**src/rtl/seven_seg_scan_mux.sv**
```systemverilog
// Time-multiplexed driver for an N-digit common-anode seven-segment display with
// per-frame shadow latching, per-slot dead time, 16-level brightness and per-digit blanking.
module seven_seg_scan_mux #(
    parameter int NUM_DIGITS   = 2,
    parameter int DWELL_CYCLES = 24000,
    parameter int DEAD_CYCLES  = 8,
    localparam int IDX_W       = (NUM_DIGITS > 1) ? $clog2(NUM_DIGITS) : 1
) (
    input  logic                    clk,
    input  logic                    reset,
    input  logic [4*NUM_DIGITS-1:0] digits,
    input  logic [NUM_DIGITS-1:0]   blank,
    input  logic [3:0]              brightness,
    output logic [NUM_DIGITS-1:0]   digit_en,
    output logic [6:0]              sevenseg,
    output logic [IDX_W-1:0]        digit_idx,
    output logic                    frame_start
);

    localparam int          CNT_W  = $clog2(DWELL_CYCLES);
    localparam int unsigned SPAN   = DWELL_CYCLES - DEAD_CYCLES;
    localparam int unsigned DEAD_U = DEAD_CYCLES;

    logic [CNT_W-1:0]        cnt;
    logic [IDX_W-1:0]        idx;
    logic [4*NUM_DIGITS-1:0] digit_sh;
    logic [NUM_DIGITS-1:0]   blank_sh;
    logic [3:0]              bright_sh;

    logic                    cnt_last;
    logic                    idx_last;
    logic                    capture;
    logic [31:0]             on_len;
    logic [31:0]             cnt_w;
    logic [3:0]              sel_digit;
    logic                    sel_blank;
    logic                    lit;
    logic [NUM_DIGITS-1:0]   en_next;

    function automatic logic [6:0] decode(input logic [3:0] hex);
        logic [6:0] seg;
        case (hex)
            4'h0: seg = 7'b1000000;
            4'h1: seg = 7'b1111001;
            4'h2: seg = 7'b0100100;
            4'h3: seg = 7'b0110000;
            4'h4: seg = 7'b0011001;
            4'h5: seg = 7'b0010010;
            4'h6: seg = 7'b0000010;
            4'h7: seg = 7'b1111000;
            4'h8: seg = 7'b0000000;
            4'h9: seg = 7'b0011000;
            4'hA: seg = 7'b0001000;
            4'hB: seg = 7'b0000011;
            4'hC: seg = 7'b1000110;
            4'hD: seg = 7'b0100001;
            4'hE: seg = 7'b0000110;
            default: seg = 7'b0001110;
        endcase
        return seg;
    endfunction

    assign cnt_last = (cnt == CNT_W'(DWELL_CYCLES - 1));
    assign idx_last = (idx == IDX_W'(NUM_DIGITS - 1));
    assign capture  = (cnt == '0) && (idx == '0);
    assign cnt_w    = 32'(cnt);

    // Product is formed at 32 bits before the shift so no duty step is lost.
    assign on_len = (SPAN * (32'(bright_sh) + 32'd1)) >> 4;

    always_comb begin
        sel_digit = '0;
        sel_blank = 1'b1;
        for (int k = 0; k < NUM_DIGITS; k++) begin
            if (idx == IDX_W'(k)) begin
                sel_digit = digit_sh[4*k +: 4];
                sel_blank = blank_sh[k];
            end
        end
    end

    assign lit = (cnt_w >= DEAD_U) && ((cnt_w - DEAD_U) < on_len) && !sel_blank;

    always_comb begin
        en_next = '1;
        for (int k = 0; k < NUM_DIGITS; k++) begin
            en_next[k] = !(lit && (idx == IDX_W'(k)));
        end
    end

    // Reset blanks the pins immediately and parks the shadow in the all-blank state.
    always_ff @(posedge clk or negedge reset) begin
        if (!reset) begin
            cnt         <= '0;
            idx         <= '0;
            digit_sh    <= '0;
            blank_sh    <= '1;
            bright_sh   <= '0;
            digit_en    <= '1;
            sevenseg    <= 7'h7F;
            digit_idx   <= '0;
            frame_start <= 1'b0;
        end else begin
            cnt <= cnt_last ? '0 : cnt + CNT_W'(1);
            if (cnt_last) begin
                idx <= idx_last ? '0 : idx + IDX_W'(1);
            end
            if (capture) begin
                digit_sh  <= digits;
                blank_sh  <= blank;
                bright_sh <= brightness;
            end
            digit_en    <= en_next;
            sevenseg    <= lit ? decode(sel_digit) : 7'h7F;
            digit_idx   <= idx;
            frame_start <= capture;
        end
    end

endmodule
```
**config.mk**
```make
export PLATFORM = sky130hd
export DESIGN_NAME = seven_seg_scan_mux
export DESIGN_NICKNAME = d
export VERILOG_FILES = /design/src/rtl/seven_seg_scan_mux.sv
export SDC_FILE = /design/constraint.sdc
export NUM_CORES = 1
export LEC_CHECK = 0
export CAP_MARGIN = 5
export CORE_MARGIN = 3
export CORE_UTILIZATION = 60
export CTS_CLUSTER_DIAMETER = 30
export CTS_CLUSTER_SIZE = 25
export DETAILED_ROUTE_END_ITERATION = 7
export GPL_TIMING_DRIVEN = 0
export PLACE_DENSITY = 0.81
export SLEW_MARGIN = 0
export SYNTH_ARGS = -nofsm -noshare
export SYNTH_HDL_FRONTEND = slang
export SYNTH_SLANG_ARGS = --single-unit
```
**constraint.sdc**
```tcl
create_clock -name clk -period 10.8 [get_ports clk]
set_input_delay 1.08 -clock clk [delete_from_list [all_inputs] [get_ports clk]]
set_output_delay 1.08 -clock clk [all_outputs]
set_load 0.01 [all_outputs]
```
==> impl_results.md, run 1 <==
* Critical path arrival at 6.44 ns
* Final weighted congestion in routability-driven placement at 0.837
* Hold Startpoint: idx$_DFFE_PN0N_
* Number of CTS-inserted buffers at 5
* Core Box Area at 5960 µm²
* Number of flops mapped to enable cells by yosys at 0
* Hold path depth at 0
* Initial Util at 62.2%
* Final setup fails at 0
* Max cap viols at 0
* Leading post-synthesis cells by cell area: dfrtp_1 (20%), ha_1 (19%), dfstp_2 (7.8%)
* Period minus WS final at 6.24 ns
* I/O pins at 27
* # port buffers at 26
* Layout cell share with drive strength beyond 1 at 10.2%
* CTS root buf: clkbuf_8
* Post-Syn Instances at 379
* RSZ-0062 raised after global routing: false
* Vias at 2811
* Largest net degree at the start of global routing at 42
* Number of register bits inferred by synthesis at 41
* Seq pwr share at 27.3%
* Mean routed wirelength per cell at 15.3 µm
* Ys Warns at 0
* Clk pin slew, worst setup/hold paths at 0.08 ns
* Die area at 7160 µm²
* Post-CTS setup buffer count at 0
* Iter 0 DRT Violations at 119
* Nets at 497
* Share of the synthesized area in the top cell type at 20.2%
* Final HPWL DP at 5910 µm
* Synth Net Count at 464
* R2R depth at 21
* Slowest cell on crit path: dfrtp_1
* Mapped Area at 3710 µm²
* Clock buffer depth at 2
* Comb pwr share at 51.8%
* Number of global-route vias before repair at 2852
* CP startpoint kind: register
* PwrDens at 144 nW/µm²
* Sum Neg Setup Slack at 0 ns
* Hold_buf cts at 0
* Relative slew slack at 37.8%
* Design internal power at 0.371 mW
* Post-CTS Resized at 0
* CP cell instances: ha_1, xor2_1, inv_1, fa_1, inv_1, ha_1, inv_1, fa_1, inv_1, ha_1, o21ai_0, o21ai_0, a221oi_1, xor2_1, ha_1, and3_1, a2111o_1, o2111ai_1, o2111a_1, clkbuf_1, o211ai_1
* H-tree Lvls at 2
* GRT Total Usage at 22.2%
* Max Slew Vio Count at 0
* LEAKAGE at 2.09 nW
* Sw Share at 38.1%
* Clock Latency Late Sink at 0.29 ns
* Crit path required time at 11.00 ns
* Remaining DRCs at 0
* Sequential share of the synthesized area at 28.0%
* First-pass GRT wire length at 13000 µm
* Area leader, netlist: dfrtp_1
* Maximum VDD drop at 0.000126 V
* Mapped Avg Cell Area at 9.78 µm²
* Clock power frac at 20.9%
* Via density at 5.76
* Hold Vio Cnt, Final at 0
* Pre-antenna DRT Iters at 4
* Crit Path Class: reg -> reg
* Layout area overhead at 12.4%
* Initial antenna violation count at 0
* Placed cells at 480
* Setup Skew at 0.00652 ns
* Max frequency at 160 MHz
* Switch Pwr at 0.228 mW
* Synth async-reset ratio at 100%
* CTS tree: built
* R2R Path Start: bright_sh[0]$_DFFE_PN0P_
* Status: completed
* Largest stage delay, worst path at 0.57 ns
* Unique masters post-synth at 53
* Worst hold path class: reg -> reg
* Clock sinks at 41
* Total grt overflow at 0
* Fin crit share at 57.8%
* Die outline width at 84.6 µm
* Routed Antenna Nets at 0
* Least-Margin Pin Slew at 0.933 ns
* WL final at 7450 µm
* Finished Layout Cells at 488
* Crit path capture type: register
* Row count at 28
* Die Y at 84.6 µm
* CP Max Fanout at 9
* Antenna diodes at 0
* Crit path from: bright_sh[0]$_DFFE_PN0P_
* Synth Flop Type: dfrtp_1
## cell usage after synthesis (2+ instances only)
master	number
inv_1	37
nor3_1	9
o21ai_0	14
o211ai_1	2
nand4_1	6
o2111ai_1	2
o21bai_1	2
xor2_1	15
nand2b_1	2
nand3b_1	2
a21o_1	10
nor2_1	30
a32oi_1	2
ha_1	57
a22oi_1	2
buf_6	2
a21oi_1	12
mux2_2	7
a31oi_1	2
a221oi_1	2
xnor2_1	18
and3_1	7
nor2b_1	6
dfstp_2	11
a211oi_1	4
mux2_4	9
dfrtp_1	30
buf_2	2
mux2i_1	4
fa_1	12
nand2_1	20
nor4b_1	2
clkbuf_1	4
nand3_1	14
## cells by family (layout without fill, tap and decap cells)
group / Yosys count / count (layout) / synth area share (%)
AOI/OAI and AO/OA: 64 / 64 / 11.8
and+or+nand+nor: 106 / 106 / 14.6
DFF: 41 / 41 / 28.0
muxes: 20 / 20 / 6.85
xor gates and xnor gates: 33 / 33 / 7.80
adders and majority gates: 69 / 69 / 25.7
buffers and inverters: 46 / 80 / 5.13
## per-layer routing
layer / GRT usage [%] / vias up / wire [µm]
met1: 29.3 / 1363 / 3470
met5: 0 / - / 0
met2: 38.6 / 43 / 3760
met3: 3.24 / 6 / 165
li1: - / 1399 / -
met4: 4.75 / 0 / 61
## per-stage QoR
| step | hold WS, ns | setup WS (ns) | util [%] | power, mW | cell area [µm²] |
|---|---|---|---|---|---|
| after global routing | 0.493 | 4.06 | 70.0 | 0.658 | 4170 |
| after CTS | 0.472 | 4.55 | 70.0 | 0.604 | 4170 |
| after global placement | 0.447 | 4.81 | 68.2 | 0.462 | 4060 |
| after detailed placement | 0.450 | 4.57 | 68.1 | 0.475 | 4060 |
| after floorplan | 0.412 | 5.48 | - | 0.403 | 3710 |
| final | 0.473 | 4.56 | 70.0 | 0.600 | 4170 |
## power by group through the flow
stage	Combinational (mW)	Sequential [mW]	Clock [mW]
6_report	0.311	0.164	0.125
5_1_grt	0.358	0.165	0.135
4_1_cts	0.312	0.164	0.128
3_5_place_dp	0.308	0.167	0
3_3_place_gp	0.295	0.167	0
2_1_floorplan	0.236	0.168	0
## worst max-delay path: cells and delay by family (launching register included)
kind	cells	cell delay, ns
fa+ha+maj	6	2.18
compound gates	7	1.90
xor+xnor	2	0.64
buf+inv	5	0.64
flops	1	0.57
simple gates	1	0.21
## sequential cells by signal (all words and copies together) (netlist names)
name         cells
sevenseg         7
frame_start      1
idx              1
bright_sh        4
blank_sh         2
digit_en         2
cnt             15
digit_sh         8
digit_idx        1
## area by class of cell
type	count	area, µm²
multi-input cells	292	2480
inverters	37	139
plain buffers	9	51.3
flip-flops and latches	41	1040
clock inverters	2	38.8
well taps	75	93.8
fillers	481	1790
clock buffers	6	72.6
repair buffers	26	255
## cells in the final DEF (no fill, tap or decap), types with 7 or more instances in the layout
| master | synthesis | final |
|---|---|---|
| clkdlybuf4s50_1 | 0 | 25 |
| inv_1 | 37 | 37 |
| nand3_1 | 14 | 14 |
| mux2_2 | 7 | 7 |
| dfrtp_1 | 30 | 30 |
| ha_1 | 57 | 57 |
| and3_1 | 7 | 7 |
| o21ai_0 | 14 | 14 |
| xor2_1 | 15 | 15 |
| mux2_4 | 9 | 9 |
| nor2_1 | 30 | 30 |
| nand2_1 | 20 | 20 |
| nor3_1 | 9 | 9 |
| a21o_1 | 10 | 10 |
| fa_1 | 12 | 12 |
| a21oi_1 | 12 | 12 |
| xnor2_1 | 18 | 18 |
| dfstp_2 | 11 | 11 |
## final timing paths
| path | to | slack [ns] |
|---|---|---|
| hold / removal | digit_idx$_DFF_PN0_ | 0.47 |
| setup / recovery | sevenseg[3]$_DFF_PN1_ | 4.56 |
| min in group asynchronous | cnt[9]$_DFF_PN0_ | 0.91 |
| max in group asynchronous | bright_sh[1]$_DFFE_PN0P_ | 9.30 |
| hold reg to reg | digit_idx$_DFF_PN0_ | 0.47 |
| setup reg to reg | sevenseg[3]$_DFF_PN1_ | 4.56 |
Power figures use the tool's default switching activity.
==> inputs of run 2 (changes only) <==
Settings changed: CORE_UTILIZATION 60 to 54, PLACE_DENSITY 0.81 to 0.77.
Clock period 10.8 ns to 5.1 ns, I/O delays scaled along.
==> run 2 against run 1 <==
  * The flow now finishes with violations (setup timing)
  * Sequential power grew 110%
  * Final area grew 11%
  * Count of clock-buffer cells in the layout is the same
  * Clock power grew 140%
==> impl_results.md, run 2 (synthesis gave the netlist of run 1 again) <==
* Clk pin slew, worst setup/hold paths at 0.09 ns (was 0.08 ns)
* Hold_buf cts at 0 (unchanged)
* Routed Antenna Nets at 0 (unchanged)
* Iter 0 DRT Violations at 136 (was 119)
* Final setup fails at 1 (was 0)
* Number of global-route vias before repair at 2843 (was 2852)
* Crit path required time at 5.33 ns (was 11.00 ns)
* Least-Margin Pin Slew at 0.901 ns (was 0.933 ns)
* Status: complete, but fails checks (was completed)
* Die outline width at 88.9 µm (was 84.6 µm)
* CTS root buf: clkbuf_8 (unchanged)
* Pre-antenna DRT Iters at 5 (was 4)
* CP Max Fanout at 4 (was 9)
* Die area at 7900 µm² (was 7160 µm²)
* Total grt overflow at 0 (unchanged)
* Via density at 5.87 (was 5.76)
* Maximum VDD drop at 0.000243 V (was 0.000126 V)
* H-tree Lvls at 2 (unchanged)
* GRT Total Usage at 21.1% (was 22.2%)
* Final weighted congestion in routability-driven placement at 0.834 (was 0.837)
* Critical path arrival at 5.33 ns (was 6.44 ns)
* Placed cells at 482 (was 480)
* # port buffers at 26 (unchanged)
* Post-place setup slack at -0.712 ns (was 4.57 ns)
* Period minus WS final at 5.10 ns (was 6.24 ns)
* Layout cell share with drive strength beyond 1 at 24.3% (was 10.2%)
* Max frequency at 196 MHz (was 160 MHz)
* Comb pwr share at 58.5% (was 51.8%)
* Clock buffer depth at 2 (unchanged)
* WL final at 9010 µm (was 7450 µm)
* Max Slew Vio Count at 0 (unchanged)
* Mean routed wirelength per cell at 17.7 µm (was 15.3 µm)
* Die Y at 88.9 µm (was 84.6 µm)
* Top flop regs: cnt: 15 flops, digit_sh: 8 flops, sevenseg: 7 flops (unchanged)
* Failing checks: setup timing
* Worst hold path class: in -> async (was reg -> reg)
* Sw Share at 39.1% (was 38.1%)
* Initial Util at 57.1% (was 62.2%)
* Antenna diodes at 0 (unchanged)
* Largest net degree at the start of global routing at 42 (unchanged)
* Max reg flops at 15 (unchanged)
* CTS tree: built (unchanged)
* PwrDens at 341 nW/µm² (was 144 nW/µm²)
* Crit path capture type: register (unchanged)
* Worst R2R End: sevenseg[2]$_DFF_PN1_ (was sevenseg[3]$_DFF_PN1_)
* Seq pwr share at 22.1% (was 27.3%)
* First-pass GRT wire length at 13100 µm (was 13000 µm)
* LEAKAGE at 2.21 nW (was 2.09 nW)
* Remaining DRCs at 0 (unchanged)
* Relative slew slack at 39.9% (was 37.8%)
* R2R depth at 21 (unchanged)
* Fill count at 434 (was 481)
* Final worst slack at -0.00105 ns (was 4.56 ns)
* Crit path from: bright_sh[1]$_DFFE_PN0P_ (was bright_sh[0]$_DFFE_PN0P_)
* Crit Path Class: reg -> reg (unchanged)
* Number of CTS-inserted buffers at 5 (unchanged)
* Core Box Area at 6490 µm² (was 5960 µm²)
* R2r setup slk at -0.001 ns (was 4.56 ns)
* Switch Pwr at 0.617 mW (was 0.228 mW)
* Hold Vio Cnt, Final at 0 (unchanged)
* Max cap viols at 0 (unchanged)
* Reg with most FFs: cnt (unchanged)
* Critical Path Sink: sevenseg[2]$_DFF_PN1_ (was sevenseg[3]$_DFF_PN1_)
* CP startpoint kind: register (unchanged)
* Initial antenna violation count at 0 (unchanged)
* Vias at 2986 (was 2811)
* I/O pins at 27 (unchanged)
* Row count at 29 (was 28)
* Most common cell after layout, fill and taps aside: ha_1 (unchanged)
* Clock power frac at 19.4% (was 20.9%)
* Clock sinks at 41 (unchanged)
* Nets at 516 (was 497)
* Final HPWL DP at 5890 µm (was 5910 µm)
* R2R Path Start: bright_sh[1]$_DFFE_PN0P_ (was bright_sh[0]$_DFFE_PN0P_)
* Setup Skew at 0.0136 ns (was 0.00652 ns)
* Design internal power at 0.961 mW (was 0.371 mW)
* Clock Latency Late Sink at 0.31 ns (was 0.29 ns)
* Fin crit share at 100% (was 57.8%)
* Finished Layout Cells at 509 (was 488)
* Most frequent cells in the layout: ha_1 (45), inv_1 (30), nor2_1 (29), dfrtp_1 (27), clkdlybuf4s50_1 (25) (was ha_1 (57), inv_1 (37), nor2_1 (30), dfrtp_1 (30), clkdlybuf4s50_1 (25))
* Layout area overhead at 24.9% (was 12.4%)
## run 2: timing repair
item	4_1_cts	5_1_grt
gates resized for setup	20	36
cloned	0	1
setup endpoints to repair	9	9
pin swaps	7	19
buffers inserted	12	6
## run 2: worst max-delay path, stage by stage, from the launching register on
cell	delay, ns
dfrtp_2	0.46
ha_4	0.20
xor2_4	0.17
buf_6	0.13
fa_2	0.38
fa_1	0.56
inv_2	0.05
fa_2	0.33
inv_2	0.09
ha_4	0.21
o21a_1	0.18
o211a_1	0.24
a221oi_2	0.25
buf_4	0.18
xor2_2	0.14
ha_1	0.25
and3_4	0.18
a2111o_1	0.42
o2111ai_2	0.08
o2111a_2	0.29
clkbuf_16	0.15
nand3_1	0.07
## run 2: how the worst min path moves through the flow
stage | to | depth (start not counted) | slack [ns] | start
floorplan | bright_sh[0]$_DFFE_PN0P_ | 0 | 0.21 | reset
global placement | digit_idx$_DFF_PN0_ | 0 | 0.45 | idx$_DFFE_PN0N_
detailed placement | digit_idx$_DFF_PN0_ | 0 | 0.47 | idx$_DFFE_PN0N_
CTS | cnt[11]$_DFF_PN0_ | 1 | 0.37 | reset
global route | cnt[0]$_DFF_PN0_ | 1 | 0.38 | reset
finish | cnt[0]$_DFF_PN0_ | 1 | 0.32 | reset
## run 2: power by group through the flow
stage               clock, mW  sequential (mW)  combinational (mW)
finish                  0.305            0.349               0.924
global route            0.324            0.350                1.00
CTS                     0.306            0.348               0.721
detailed placement          0            0.353               0.666
global placement            0            0.353               0.645
floorplan                   0            0.355               0.514
## run 2: cell type report
cell class / count / area, µm² / share of cell area (%)
well taps: 77 / 96.3 / 2.08
multi-input cells: 292 / 2740 / 59.0
inverters: 37 / 143 / 3.08
repair buffers: 45 / 419 / 9.05
clock inverters: 2 / 38.8 / 0.837
clock buffers: 6 / 93.8 / 2.03
flip-flops and latches: 41 / 1040 / 22.5
plain buffers: 9 / 62.6 / 1.35
## run 2: per-stage QoR
| stage | total power [mW] | instance area [µm²] | util [%] | hold slack (ns) | setup TNS, ns |
|---|---|---|---|---|---|
| floorplan | 0.869 | 3730 | - | 0.214 | 0 |
| global placement | 0.998 | 4090 | 63.0 | 0.452 | -5.04 |
| detailed placement | 1.02 | 4090 | 62.9 | 0.467 | -6.11 |
| CTS | 1.37 | 4390 | 67.7 | 0.366 | 0 |
| global route | 1.68 | 4630 | 71.3 | 0.376 | -0.748 |
| finish | 1.58 | 4630 | 71.3 | 0.324 | -0.00105 |
## run 2: layer usage
layer  part of all wire [%]  global-route usage (%)  wire, µm
met3                    3.5                    3.45       314
met5                      0                       0         0
met1                     41                    29.0      3720
met4                    2.9                    5.91       264
met2                     52                    34.5      4710
==> variant 1 (config.mk and constraints of run 2) <==
Change the parameter `NUM_DIGITS` from 2 to 4.
--- a/src/rtl/seven_seg_scan_mux.sv
+++ b/src/rtl/seven_seg_scan_mux.sv
@@ -1,7 +1,7 @@
 // Time-multiplexed driver for an N-digit common-anode seven-segment display with
 // per-frame shadow latching, per-slot dead time, 16-level brightness and per-digit blanking.
 module seven_seg_scan_mux #(
-    parameter int NUM_DIGITS   = 2,
+    parameter int NUM_DIGITS   = 4,
     parameter int DWELL_CYCLES = 24000,
     parameter int DEAD_CYCLES  = 8,
     localparam int IDX_W       = (NUM_DIGITS > 1) ? $clog2(NUM_DIGITS) : 1
Interface: changed (resized blank, digit_en, digit_idx and digits); port bits go from 27 to 40. The function was not compared with the original's and may differ.
==> variant 1 against run 2 <==
The run still ends with setup timing left; sequential cell count increased by 14; power decreased by 0.30%; utilization about the same; cell area increased by 15%; sequential power increased by 34%; via count increased by 16%; setup slack got worse by 6.5 ps; critical path depth increased by 2; routed wire length increased by 11%; synthesized cell count increased by 23%; die area increased by 14%; clock skew increased by 3.1 ps; fmax decreased by 0.13%; synthesized area increased by 15%.
==> variant 1: results (changes against run 2) <==
The global routing usage on met2 came to 40.6% (+6.1 points). The total negative slack came out at -13.5 ps (-12.4 ps). Counting instances in the post-synthesis netlist gives the leading cell types as sky130_fd_sc_hd__nand2_1, sky130_fd_sc_hd__ha_1, sky130_fd_sc_hd__inv_1. The maximum fanout along the worst path came out at 6 (+2). The clock-pin slew reported for the worst setup and hold paths after clock tree synthesis was 110 ps (+20 ps). The number of well-tap cells placed came to 99 (+29%). The setup slack of the critical path after layout is -7.58 ps (-6.53 ps). The sequential share of the synthesized area is 32.8% (+4.8 points).

The number of buffers added for setup after CTS came out at 14 (+2). The met3 routing resource usage after global routing came out at 3.35% (-0.098 points). The adder-cell area share of the yosys netlist was 23.6% (-2.1 points). The area used by multi-input combinational logic is 2880 sq um (+5.4%).

The final number of setup-violating endpoints came out at 2 (+1). The register fraction of the total cell area came to 26.4% (+3.8 points). The total met2 wirelength after detailed routing came out at 5.06 mm (+7.5%).

The flow ran to the end, but the final reports show violations. The count of routing violations after the opening detailed-route iteration is 133 (-2.2%). The fraction of standard cell area in multi-input logic is 54.3% (-4.7 points).

The sum of net half-perimeters after detailed placement is 7.05 mm (+20%). The count of multi-input gates is 352 (+21%). The post-place setup slack is -583 ps (+129 ps).

The number of distinct library cells after synthesis is 54 (+1.9%). The final reports fail on setup timing. The fraction of synthesized area in multiplexers is 0.471% (-6.4 points). The synthesized-area fraction occupied by ao, oa, aoi and oai cells came out at 11.7% (-0.13 points). The buffer share of cell area came to 11.9% (+1.5 points).

The total global routing track utilization is 23.5% (+2.3 points). The number of inverters outside the clock class in the layout is 42 (+14%). The met1 routed wirelength after detailed routing came out at 4.32 mm (+16%).

The worst-case reg-to-reg path depth came to 23 (+9.5%). The instance count after placement with tap cells included came to 605 (+26%). The maximum number of pins on one net before global-route repair is 41 (-2.4%). The mean routed wirelength per cell is 16.0 um (-9.9%). After synthesis, the cell types taking the most area are sky130_fd_sc_hd__dfrtp_1, sky130_fd_sc_hd__ha_1, sky130_fd_sc_hd__dfstp_2. The peak supply drop came out at 123 uV (-49%).
variant 1: worst paths after layout:
kind / startpoint / to / slack, ps
min in group clk: blank_sh[2] / blank_sh[2] / 470
hold / removal: reset / digit_sh[9] / 90
max in group asynchronous: reset / blank_sh[3] / 4390
hold reg to reg: blank_sh[2] / blank_sh[2] / 470
setup reg to reg: bright_sh[0] / sevenseg[4] / -8
setup / recovery: bright_sh[0] / sevenseg[4] / -8
variant 1: worst register-to-register path, stage by stage (launching register included):
cell	delay, ps
sky130_fd_sc_hd__dfrtp_2	480
sky130_fd_sc_hd__ha_4	200
sky130_fd_sc_hd__and3_4	220
sky130_fd_sc_hd__fa_2	380
sky130_fd_sc_hd__fa_1	550
sky130_fd_sc_hd__inv_1	60
sky130_fd_sc_hd__fa_1	510
sky130_fd_sc_hd__inv_2	50
sky130_fd_sc_hd__ha_4	210
sky130_fd_sc_hd__a21o_1	160
sky130_fd_sc_hd__a21oi_2	130
sky130_fd_sc_hd__buf_4	130
sky130_fd_sc_hd__a21oi_2	50
sky130_fd_sc_hd__o21a_1	210
sky130_fd_sc_hd__o41ai_2	230
sky130_fd_sc_hd__xor2_1	230
sky130_fd_sc_hd__ha_1	280
sky130_fd_sc_hd__a21oi_2	130
sky130_fd_sc_hd__nor2b_1	50
sky130_fd_sc_hd__o21ai_1	120
sky130_fd_sc_hd__nand4b_1	150
sky130_fd_sc_hd__a21oi_4	220
sky130_fd_sc_hd__buf_6	160
sky130_fd_sc_hd__o221ai_2	80
variant 1: power groups by stage:
stage	Clock (W)	Combinational (W)	Sequential, W
finish	0.000297	0.000810	0.000466
floorplan	0	0.000465	0.000474
CTS	0.000303	0.000763	0.000466
global route	0.000317	0.000903	0.000468
global placement	0	0.000595	0.000473
detailed placement	0	0.000628	0.000474
==> variant 2 (settings of run 2) <==
Without the edit above. Put one more register stage on the output `digit_idx`, cleared by the reset. The value now appears one clock later. The other outputs are not delayed to match.
--- a/src/rtl/seven_seg_scan_mux.sv
+++ b/src/rtl/seven_seg_scan_mux.sv
@@ -20,6 +20,8 @@
     localparam int          CNT_W  = $clog2(DWELL_CYCLES);
     localparam int unsigned SPAN   = DWELL_CYCLES - DEAD_CYCLES;
     localparam int unsigned DEAD_U = DEAD_CYCLES;
+
+    logic [IDX_W-1:0] digit_idx_s0;
 
     logic [CNT_W-1:0]        cnt;
     logic [IDX_W-1:0]        idx;
@@ -98,7 +100,7 @@
             bright_sh   <= '0;
             digit_en    <= '1;
             sevenseg    <= 7'h7F;
-            digit_idx   <= '0;
+            digit_idx_s0 <= '0;
             frame_start <= 1'b0;
         end else begin
             cnt <= cnt_last ? '0 : cnt + CNT_W'(1);
@@ -112,9 +114,17 @@
             end
             digit_en    <= en_next;
             sevenseg    <= lit ? decode(sel_digit) : 7'h7F;
-            digit_idx   <= idx;
+            digit_idx_s0 <= idx;
             frame_start <= capture;
         end
     end
 
+    always_ff @(posedge clk or negedge reset) begin
+        if (!reset) begin
+            digit_idx <= '0;
+        end else begin
+            digit_idx <= digit_idx_s0;
+        end
+    end
+
 endmodule
Check against the original RTL: same outputs for any inputs over 10 cycles, from zero or initial values and one cycle with reset low; that may be too few to reach the edited logic, so the function may still have changed.
==> variant 2 against run 2 <==
Sequential power is 2% higher; die area grew 0.63%; synthesized area up 0.67%; power is 8.6% lower; routed wire length decreased by 8.6%; sequential cell count up 1; critical path depth unchanged; cell count fell by 0.39%; cell area fell by 2.3%; setup slack gained 83 ps; largest power group unchanged; highest routed layer unchanged.
==> variant 2: results (changes against run 2) <==
The number of vias after detailed routing is 2944 (-1.4%). The sequential share of the synthesized area came out at 28.5% (+0.48 points). The ratio of cells with drive above 1 in the final layout came out at 21.4% (-2.9 points). The slew at the pin closest to its max-slew limit came out at 645 ps (-256 ps).

The total global routing track utilization came out at 22.1% (+0.94 points). The routability-driven placement congestion ratio came to 0.828 (-0.71%). The clock tree skew after final layout is 20.5 ps (+6.90 ps). The number of distinct library cells after synthesis came out at 53 (unchanged).

The later-pin clock latency in the skew report is 300 ps. The maximum number of pins on one net before global-route repair came out at 30 (-29%). The initial antenna violation count is 0 (unchanged). The peak supply drop is 192 uV (-21%). The leakage power of the design was 2.19 nW (-1.0%). The post-synth net total came to 465 (+0.22%).

The maximum fanout along the worst path is 5 (+1). The sum of net half-perimeters after detailed placement was 6.16 mm (+4.7%). The proportion of synthesized flip-flops having asynchronous set or reset came out at 100% (unchanged). By count the netlist is led by sky130_fd_sc_hd__ha_1, sky130_fd_sc_hd__inv_1, sky130_fd_sc_hd__dfrtp_1. The final net count came out at 514 (-0.39%). After synthesis, the cell types taking the most area are sky130_fd_sc_hd__dfrtp_1, sky130_fd_sc_hd__ha_1, sky130_fd_sc_hd__dfstp_2. The power per cell area is 319 nW/um^2 (-6.5%). The wire length of the first global-routing pass came out at 13.8 mm (+5.0%).

The cell area after placement is 4130 sq um (+1.1%). The number of I/O port buffers is 26 (unchanged). Clock tree synthesis selected as its root buffer the cell sky130_fd_sc_hd__clkbuf_8.

The setup slack of the worst register-to-register path is 80 ps (+80 ps). The total iterations of the first detailed-routing run came out at 4 (-1). The flow ran to the end, and the final reports show no timing, DRC or antenna violations.

The arrival time at the worst endpoint came out at 5210 ps (-120 ps). The maximum cell stage delay along the critical path is 570 ps. The count of routing violations after the opening detailed-route iteration came out at 111 (-18%). The number of filler instances in the final layout came out at 485 (+12%). The wire length reported by the detailed router came out at 8.23 mm (-8.6%).

The minimum period implied by the final worst setup slack came out at 5020 ps (-82.9 ps).
-- variant 2: report_power, final --
group | internal, W | total [W] | switching [W]
Sequential | 0.000349 | 0.000356 | 0.00000763
Clock | 0.0000962 | 0.000215 | 0.000119
Combinational | 0.000415 | 0.000870 | 0.000455
Total | 0.000860 | 0.00144 | 0.000582
-- variant 2: cell families (layout without fill, tap and decap cells) --
family | after synthesis | in the layout | synth area share (%)
flip-flops | 42 | 42 | 28.5
adder cells (fa/ha/maj) | 69 | 69 | 25.5
buffers and inverters | 46 | 96 | 5.10
multiplexers | 20 | 20 | 6.81
XOR/XNOR | 33 | 33 | 7.74
AO/OA/AOI/OAI | 64 | 64 | 11.7
AND/OR/NAND/NOR | 106 | 106 | 14.5
-- variant 2: area by class of cell --
cell class                      instances  area share (%)
Clock buffer                            5            1.52
Clock inverter                          3           0.470
Multi-Input combinational cell        292            59.1
Buffer                                  9            1.35
Inverter                               37            3.15
Tap cell                               77            2.13
Sequential cell                        42            23.6
Timing Repair Buffer                   42            8.65
-- variant 2: worst max-delay path: cells and delay by family, from the launching register on --
family          cells  cell delay [ps]
flops               1              460
xor+xnor            2              280
simple gates        3              410
compound gates      5             1090
buf+inv             5              590
fa+ha+maj           6             2080
-- variant 2: stage by stage --
step           setup slack [ps]  setup TNS [ps]  instances  hold slack (ps)  power [W]
2_1_floorplan              28.9               0        380              214   0.000877
6_report                   81.9               0        507             98.1    0.00144
5_1_grt                    -137           -1070        507              107    0.00156
3_3_place_gp               -549           -4690        483              339    0.00101
4_1_cts                    15.1               0        501              103    0.00132
3_5_place_dp               -656           -5670        484              340    0.00104
-- variant 2: layer usage --
| metal | vias to the layer above | track usage (%) | routed length, um |
|---|---|---|---|
| met5 | - | 0 | 0 |
| met4 | 0 | 3.11 | 74 |
| met3 | 10 | 4.88 | 353 |
| met2 | 66 | 36.9 | 4180 |
| met1 | 1439 | 30.1 | 3630 |
| li1 | 1429 | - | - |
-- variant 2: worst paths after layout --
check / from / endpoint / depth (start not counted)
setup / recovery: bright_sh[0] / digit_en[1] / 21
hold / removal: reset / digit_sh[7] / 1
setup reg to reg: bright_sh[0] / digit_en[1] / 21
hold reg to reg: digit_idx_s0 / digit_idx / 0
max in group asynchronous: reset / sevenseg[5] / 2
min in group clk: digit_idx_s0 / digit_idx / 0
-- variant 2: repair_timing --
item / 4_1_cts / 5_1_grt
pin swaps: 8 / 17
gates resized for setup: 25 / 16
buffers inserted: 8 / 6
endpoints found under the setup margin: 9 / 9
gates cloned: 1 / 0
